File: src/rtl/kernel_fetch_sequencer_if.sv
// Kernel stream bundle between the fetch sequencer and the MAC array.
// Latency: none, wires only.
// Backpressure: the consumer drives m_ker_ready; the producer holds the payload until the handshake.
// Ports: m_ker_valid/m_ker_data/m_ker_last (producer to consumer), m_ker_ready (consumer to producer).
interface kernel_fetch_sequencer_if #(
   parameter int DATA_W = 144
) ();
   logic              m_ker_valid;
   logic              m_ker_ready;
   logic [DATA_W-1:0] m_ker_data;
   logic              m_ker_last;

   modport master (
      output m_ker_valid,
      output m_ker_data,
      output m_ker_last,
      input  m_ker_ready
   );

   modport slave (
      input  m_ker_valid,
      input  m_ker_data,
      input  m_ker_last,
      output m_ker_ready
   );
endinterface

File: src/rtl/kernel_fetch_sequencer.sv
// Fetches one 3x3 kernel per channel from the kernel BRAM and hands it to the MAC array.
// Latency: start to first valid is RD_LAT+2 cycles when the BRAM unit is already idle.
// Backpressure: the kernel is held in the output slice until m_ker_ready; the BRAM address only advances after acceptance.
// Ports: clk/Reset (async, active low); start + CHANNEL_SIZE launch a sequence;
//        kernel_bram_idle/ker_doutb/update_BRAM_doutb talk to the BRAM control unit;
//        kif carries the kernel stream; busy/done report sequence status.
module kernel_fetch_sequencer #(
   parameter int WEIGHT_W = 16,
   parameter int TAPS     = 9,
   parameter int RD_LAT   = 2
) (
   input  logic                       clk,
   input  logic                       Reset,
   input  logic                       start,
   input  logic [8:0]                 CHANNEL_SIZE,
   input  logic                       kernel_bram_idle,
   input  logic [TAPS*WEIGHT_W-1:0]   ker_doutb,
   output logic                       update_BRAM_doutb,
   output logic                       busy,
   output logic                       done,
   kernel_fetch_sequencer_if.master   kif
);
   localparam int DATA_W = TAPS * WEIGHT_W;
   localparam int SET_W  = (RD_LAT > 1) ? $clog2(RD_LAT) : 1;
   localparam logic [SET_W-1:0] SET_LAST = SET_W'(RD_LAT - 1);

   typedef enum logic [2:0] {
      IDLE, WAIT_CU, SETTLE, HOLD, ADVANCE, DONE
   } state_t;

   state_t            state_q, state_d;
   logic [8:0]        size_q, size_d;
   logic [8:0]        chan_cnt_q, chan_cnt_d;
   logic [SET_W-1:0]  settle_q, settle_d;
   logic [DATA_W-1:0] data_q, data_d;
   logic              valid_q, valid_d;
   logic              last_q, last_d;
   logic              is_last_chan;

   // Only evaluated after a nonzero size has been latched, so size_q-1 never underflows in use.
   assign is_last_chan = (chan_cnt_q == size_q - 9'd1);

   always_comb begin
      state_d           = state_q;
      size_d            = size_q;
      chan_cnt_d        = chan_cnt_q;
      settle_d          = settle_q;
      data_d            = data_q;
      valid_d           = valid_q;
      last_d            = last_q;
      update_BRAM_doutb = 1'b0;
      done              = 1'b0;

      case (state_q)
         IDLE: begin
            if (start) begin
               size_d     = CHANNEL_SIZE;
               chan_cnt_d = 9'd0;
               state_d    = (CHANNEL_SIZE != 9'd0) ? WAIT_CU : DONE;
            end
         end
         WAIT_CU: begin
            if (kernel_bram_idle) begin
               settle_d = '0;
               state_d  = SETTLE;
            end
         end
         SETTLE: begin
            // doutb is trusted only on the final settle cycle, after the BRAM read latency.
            if (settle_q == SET_LAST) begin
               data_d   = ker_doutb;
               valid_d  = 1'b1;
               last_d   = is_last_chan;
               settle_d = '0;
               state_d  = HOLD;
            end else begin
               settle_d = settle_q + 1'b1;
            end
         end
         HOLD: begin
            if (valid_q && kif.m_ker_ready) begin
               valid_d = 1'b0;
               last_d  = 1'b0;
               state_d = ADVANCE;
            end
         end
         ADVANCE: begin
            // Pulse even after the last kernel so the control unit's read pointer stays in step.
            update_BRAM_doutb = 1'b1;
            if (is_last_chan) begin
               state_d = DONE;
            end else begin
               chan_cnt_d = chan_cnt_q + 9'd1;
               state_d    = WAIT_CU;
            end
         end
         DONE: begin
            done       = 1'b1;
            chan_cnt_d = 9'd0;
            state_d    = IDLE;
         end
         default: state_d = IDLE;
      endcase
   end

   always_ff @(posedge clk or negedge Reset) begin
      if (!Reset) begin
         state_q    <= IDLE;
         size_q     <= 9'd0;
         chan_cnt_q <= 9'd0;
         settle_q   <= '0;
         data_q     <= '0;
         valid_q    <= 1'b0;
         last_q     <= 1'b0;
      end else begin
         state_q    <= state_d;
         size_q     <= size_d;
         chan_cnt_q <= chan_cnt_d;
         settle_q   <= settle_d;
         data_q     <= data_d;
         valid_q    <= valid_d;
         last_q     <= last_d;
      end
   end

   assign busy           = (state_q != IDLE);
   assign kif.m_ker_valid = valid_q;
   assign kif.m_ker_data  = data_q;
   assign kif.m_ker_last  = last_q;
endmodule

File: src/flat_wrapper.sv
// flat-port wrapper written by rule: the top's interface ports become plain ports
module kernel_fetch_sequencer_flat 
#(
   parameter int WEIGHT_W = 16,
   parameter int TAPS     = 9,
   parameter int RD_LAT   = 2
)
  (clk, Reset, start, CHANNEL_SIZE, kernel_bram_idle, ker_doutb, update_BRAM_doutb, busy, done, kif_m_ker_valid, kif_m_ker_data, kif_m_ker_last, kif_m_ker_ready);
  kernel_fetch_sequencer_if #(.DATA_W((TAPS * WEIGHT_W))) kif_i ();
  input  logic clk;
  input  logic Reset;
  input  logic start;
  input  logic [8:0] CHANNEL_SIZE;
  input  logic kernel_bram_idle;
  input  logic [TAPS*WEIGHT_W-1:0] ker_doutb;
  output logic update_BRAM_doutb;
  output logic busy;
  output logic done;
  output wire logic [$bits(kif_i.m_ker_valid)-1:0] kif_m_ker_valid;
  output wire logic [$bits(kif_i.m_ker_data)-1:0] kif_m_ker_data;
  output wire logic [$bits(kif_i.m_ker_last)-1:0] kif_m_ker_last;
  input wire logic [$bits(kif_i.m_ker_ready)-1:0] kif_m_ker_ready;
  assign kif_m_ker_valid = kif_i.m_ker_valid;
  assign kif_m_ker_data = kif_i.m_ker_data;
  assign kif_m_ker_last = kif_i.m_ker_last;
  assign kif_i.m_ker_ready = kif_m_ker_ready;
  kernel_fetch_sequencer #(.WEIGHT_W(WEIGHT_W), .TAPS(TAPS), .RD_LAT(RD_LAT)) u_core (.clk(clk), .Reset(Reset), .start(start), .CHANNEL_SIZE(CHANNEL_SIZE), .kernel_bram_idle(kernel_bram_idle), .ker_doutb(ker_doutb), .update_BRAM_doutb(update_BRAM_doutb), .busy(busy), .done(done), .kif(kif_i));
endmodule
File: config.mk
export PLATFORM = sky130hd
export DESIGN_NAME = kernel_fetch_sequencer_flat
export DESIGN_NICKNAME = d
export VERILOG_FILES = /design/src/rtl/kernel_fetch_sequencer_if.sv /design/src/rtl/kernel_fetch_sequencer.sv /design/src/flat_wrapper.sv
export SDC_FILE = /design/constraint.sdc
export NUM_CORES = 1
export LEC_CHECK = 0
export BUFFER_PORTS_ARGS = -buffer_cell sky130_fd_sc_hd__buf_4
export CORE_MARGIN = 2
export CORE_UTILIZATION = 25
export CTS_CLUSTER_DIAMETER = 150
export DETAILED_ROUTE_END_ITERATION = 8
export PLACE_DENSITY = 0.56
export SLEW_MARGIN = 25
export SYNTH_ARGS = -nofsm -noshare
export SYNTH_HDL_FRONTEND = slang
export SYNTH_SLANG_ARGS = --single-unit
File: constraint.sdc
create_clock -name clk -period 2.29 [get_ports clk]
set_input_delay 0.3435 -clock clk [delete_from_list [all_inputs] [get_ports clk]]
set_output_delay 0.3435 -clock clk [all_outputs]
set_load 0.01 [all_outputs]
==> flow_summary.yaml <==
logic_synthesis:
  netlist_area_sq_um: 6900
  synth_top_area_share_pct: 60.9
  synth_ff_type: "dfrtp_1"
  ys_ff_latch: 168
  syn_nets: 641
  syn_inst: 481
  synth.yosys.seq_area_share_pct: 60.9
  synth_top_cell_by_area: "dfrtp_1"
  synthArstFlopShare_pct: 100
  synth_area_per_cell_sq_um: 14.3
  synth-edff-count: 0
  synth.distinct_cells: 48
  yosys_warnings: 0
  synth_area_leaders: "dfrtp_1, mux2_2, nand2_1"
critical_path:
  crit_fanout: 8
  endpoint: "u_core.chan_cnt_q[5]$_DFFE_PN0P_"
  r2r-start: "u_core.size_q[1]$_DFFE_PN0P_"
  rrSetupSlack_ns: -0.01
  rr_endpoint: "u_core.chan_cnt_q[5]$_DFFE_PN0P_"
  start_kind: "flop"
  arrival_ns: 2.67
  crit_path_end_kind: "flop"
  crit_start: "u_core.size_q[1]$_DFFE_PN0P_"
  path_class: "reg2reg"
  required_ns: 2.66
  r2r_cells: 10
clocking:
  htreeDepth: 4
  cts_root_buf: "clkbuf_16"
  clock_latency_ns: 0.43
  clockBufferDepth: 2
  clk_pin_slew_ns: 0.08
  numClockSinks: 168
  cts_buffers: 17
  cts_tree: "built"
die:
  die-area_sq_um: 28900
  fp.dieH_um: 170
  ioPinCount: 307
  die_x_um: 170
  initial_utilization_pct: 25.5
  rows: 60
  fp.coreArea_sq_um: 27000
routing:
  ant_nets: 0
  drt_wl_total_um: 18500
  via_count: 5148
  wl_per_cell_um: 16.0
  drc: 0
  vias_per_cell: 4.45
  drtIter0Drc: 170
  first_pass_iters: 4
finish:
  diodes: 0
  final_cells: 1157
  fin_area_sq_um: 10400
  nets: 963
  fillers: 2661
  drive_above_1_share_pct: 65.0
  area_growth_pct: 50.4
min_path:
  hp-class: "in2reg"
  worst_hold_startpoint: "CHANNEL_SIZE[1]"
power:
  total_power_uw: 15300
  p_per_area_nw_per_um2: 1480
  p_leak_uw: 0.00481
  peakVddDrop_v: 0.000613
run_status:
  violations: "negative setup slack"
  outcome: "finished with violations"
global_routing:
  gr-usage-all-layers_pct: 12.6
  grt_max_degree: 64
  grt_antenna_before_repair: 0
  grt_pass1_vias: 5217
  overflow: 0
  grt_pass1_wl_um: 28400
timing:
  relSlewSlack_pct: 54.3
  worst_slack_ns: -0.0104
  skew_ns: 0.0177
  fmax_mhz: 435
  tightestPinTransition_ns: 0.681
  finalHoldViolations: 0
  finalCritPeriodShare_pct: 100
  finalSetupViolCount: 2
  whs_ns: 0.134
  layout_min_cycle_time_ns: 2.30
  finalSetupTns_ns: -0.0129
  slew_viol_final: 0
  rsz0062_at_grt: "true"
placed_design:
  portBuffers: 306
  place_inst: 1123
  gp_congestion: 0.784
  dpl_cell_area_sq_um: 9730
  dp_hpwl_um: 13500
flow_run:
  cap_viol_max_count: 0
==> through the flow <==
stage          utilization [%]  worst slack, ns
2_1_floorplan                -           0.0207
3_3_place_gp              36.0           0.0277
3_5_place_dp              36.0         -0.00516
4_1_cts                   38.2           0.0311
5_1_grt                   38.4          -0.0820
6_report                  38.4          -0.0104
==> sequential cells by signal, summed over array words and instances (netlist names) <==
register and flops:
u_core.chan_cnt_q 9, u_core.kif.m_ker_data 144, u_core.kif.m_ker_last 1, u_core.kif.m_ker_valid 1, u_core.settle_q 1, u_core.size_q 9, u_core.state_q 3
==> cells in the final DEF, fill, tap and decap left out, drive strengths merged, types with 3 or more instances in the layout <==
cell / instances
clkinv: 5
and3: 3
xor2: 6
inv: 18
nand3: 13
mux2: 152
a31oi: 3
nor3: 5
nand2: 19
nand2b: 3
nor4b: 3
dfrtp: 168
a21oi: 6
buf: 328
o211ai: 5
clkbuf: 17
or4: 6
nand4: 4
nor2: 12
o21ai: 9
==> worst min-delay path by stage <==
stage | endpoint | slack [ns] | cells past startpoint
2_1_floorplan | u_core.chan_cnt_q[0]$_DFFE_PN0P_ | 0.05 | 0
3_3_place_gp | u_core.kif.m_ker_data[0]$_DFFE_PN0P_ | 0.34 | 1
3_5_place_dp | u_core.kif.m_ker_data[0]$_DFFE_PN0P_ | 0.33 | 1
4_1_cts | u_core.kif.m_ker_data[68]$_DFFE_PN0P_ | 0.11 | 2
5_1_grt | u_core.kif.m_ker_data[20]$_DFFE_PN0P_ | 0.10 | 2
6_report | u_core.size_q[1]$_DFFE_PN0P_ | 0.13 | 3
==> critical path: stages, from the launching register on <==
cell	delay, ns
dfrtp_1	0.41
inv_2	0.09
ha_4	0.18
o21bai_4	0.13
nand4_1	0.10
nor4b_2	0.19
nor3_2	0.32
nor3_4	0.11
buf_12	0.15
or4_1	0.47
nand3_1	0.10
==> layout make-up <==
cell class                      instances  area [sq um]  area share (%)
Timing Repair Buffer                  329          2540            24.5
Clock inverter                         15           149            1.43
Inverter                                8          30.0           0.289
Sequential cell                       168          4200            40.5
Tap cell                              341           427            4.11
Clock buffer                           17           425            4.10
Multi-Input combinational cell        279          2600            25.1
==> Yosys cell counts (4+ instances only) <==
library cell / n
a21oi_1: 6
buf_2: 11
clkbuf_1: 13
dfrtp_1: 168
inv_1: 8
mux2_2: 152
nand2_1: 19
nand3_1: 13
nand4_1: 4
nor2_1: 12
o211ai_1: 5
o21ai_0: 8
or4_1: 6
xor2_1: 6
==> per-layer routing <==
layer	part of all wire [%]	GRT usage [%]	up-vias
li1	-	-	2388
met5	0	0	-
met4	1.2	4.01	0
met3	9.2	5.19	19
met1	41	15.2	2525
met2	49	20.6	216
==> logic make-up (layout without fill, tap and decap cells) <==
| kind of cell | after synthesis | count (layout) | share of synthesized area (%) |
|---|---|---|---|
| adder cells (fa/ha/maj) | 2 | 2 | 0.363 |
| buffers and inverters | 34 | 369 | 2.30 |
| AND/OR/NAND/NOR | 76 | 76 | 6.29 |
| multiplexers | 153 | 153 | 25.0 |
| XOR/XNOR | 8 | 8 | 1.02 |
| flip-flops | 168 | 168 | 60.9 |
| AO/OA/AOI/OAI | 40 | 40 | 4.15 |
==> timing repair <==
item,CTS,global route
endpoints found under the hold margin,49,0
resized for setup,1,11
hold buffers,1,0
setup endpoints to repair,3,11
pin swaps,1,7
buffers inserted,0,1
==> power by group <==
part | internal, uW | switching [uW]
sequential | 4470 | 860
combinational | 4120 | 3030
clock | 1460 | 1410
total | 10000 | 5300
(Power assumes the default switching activity.)
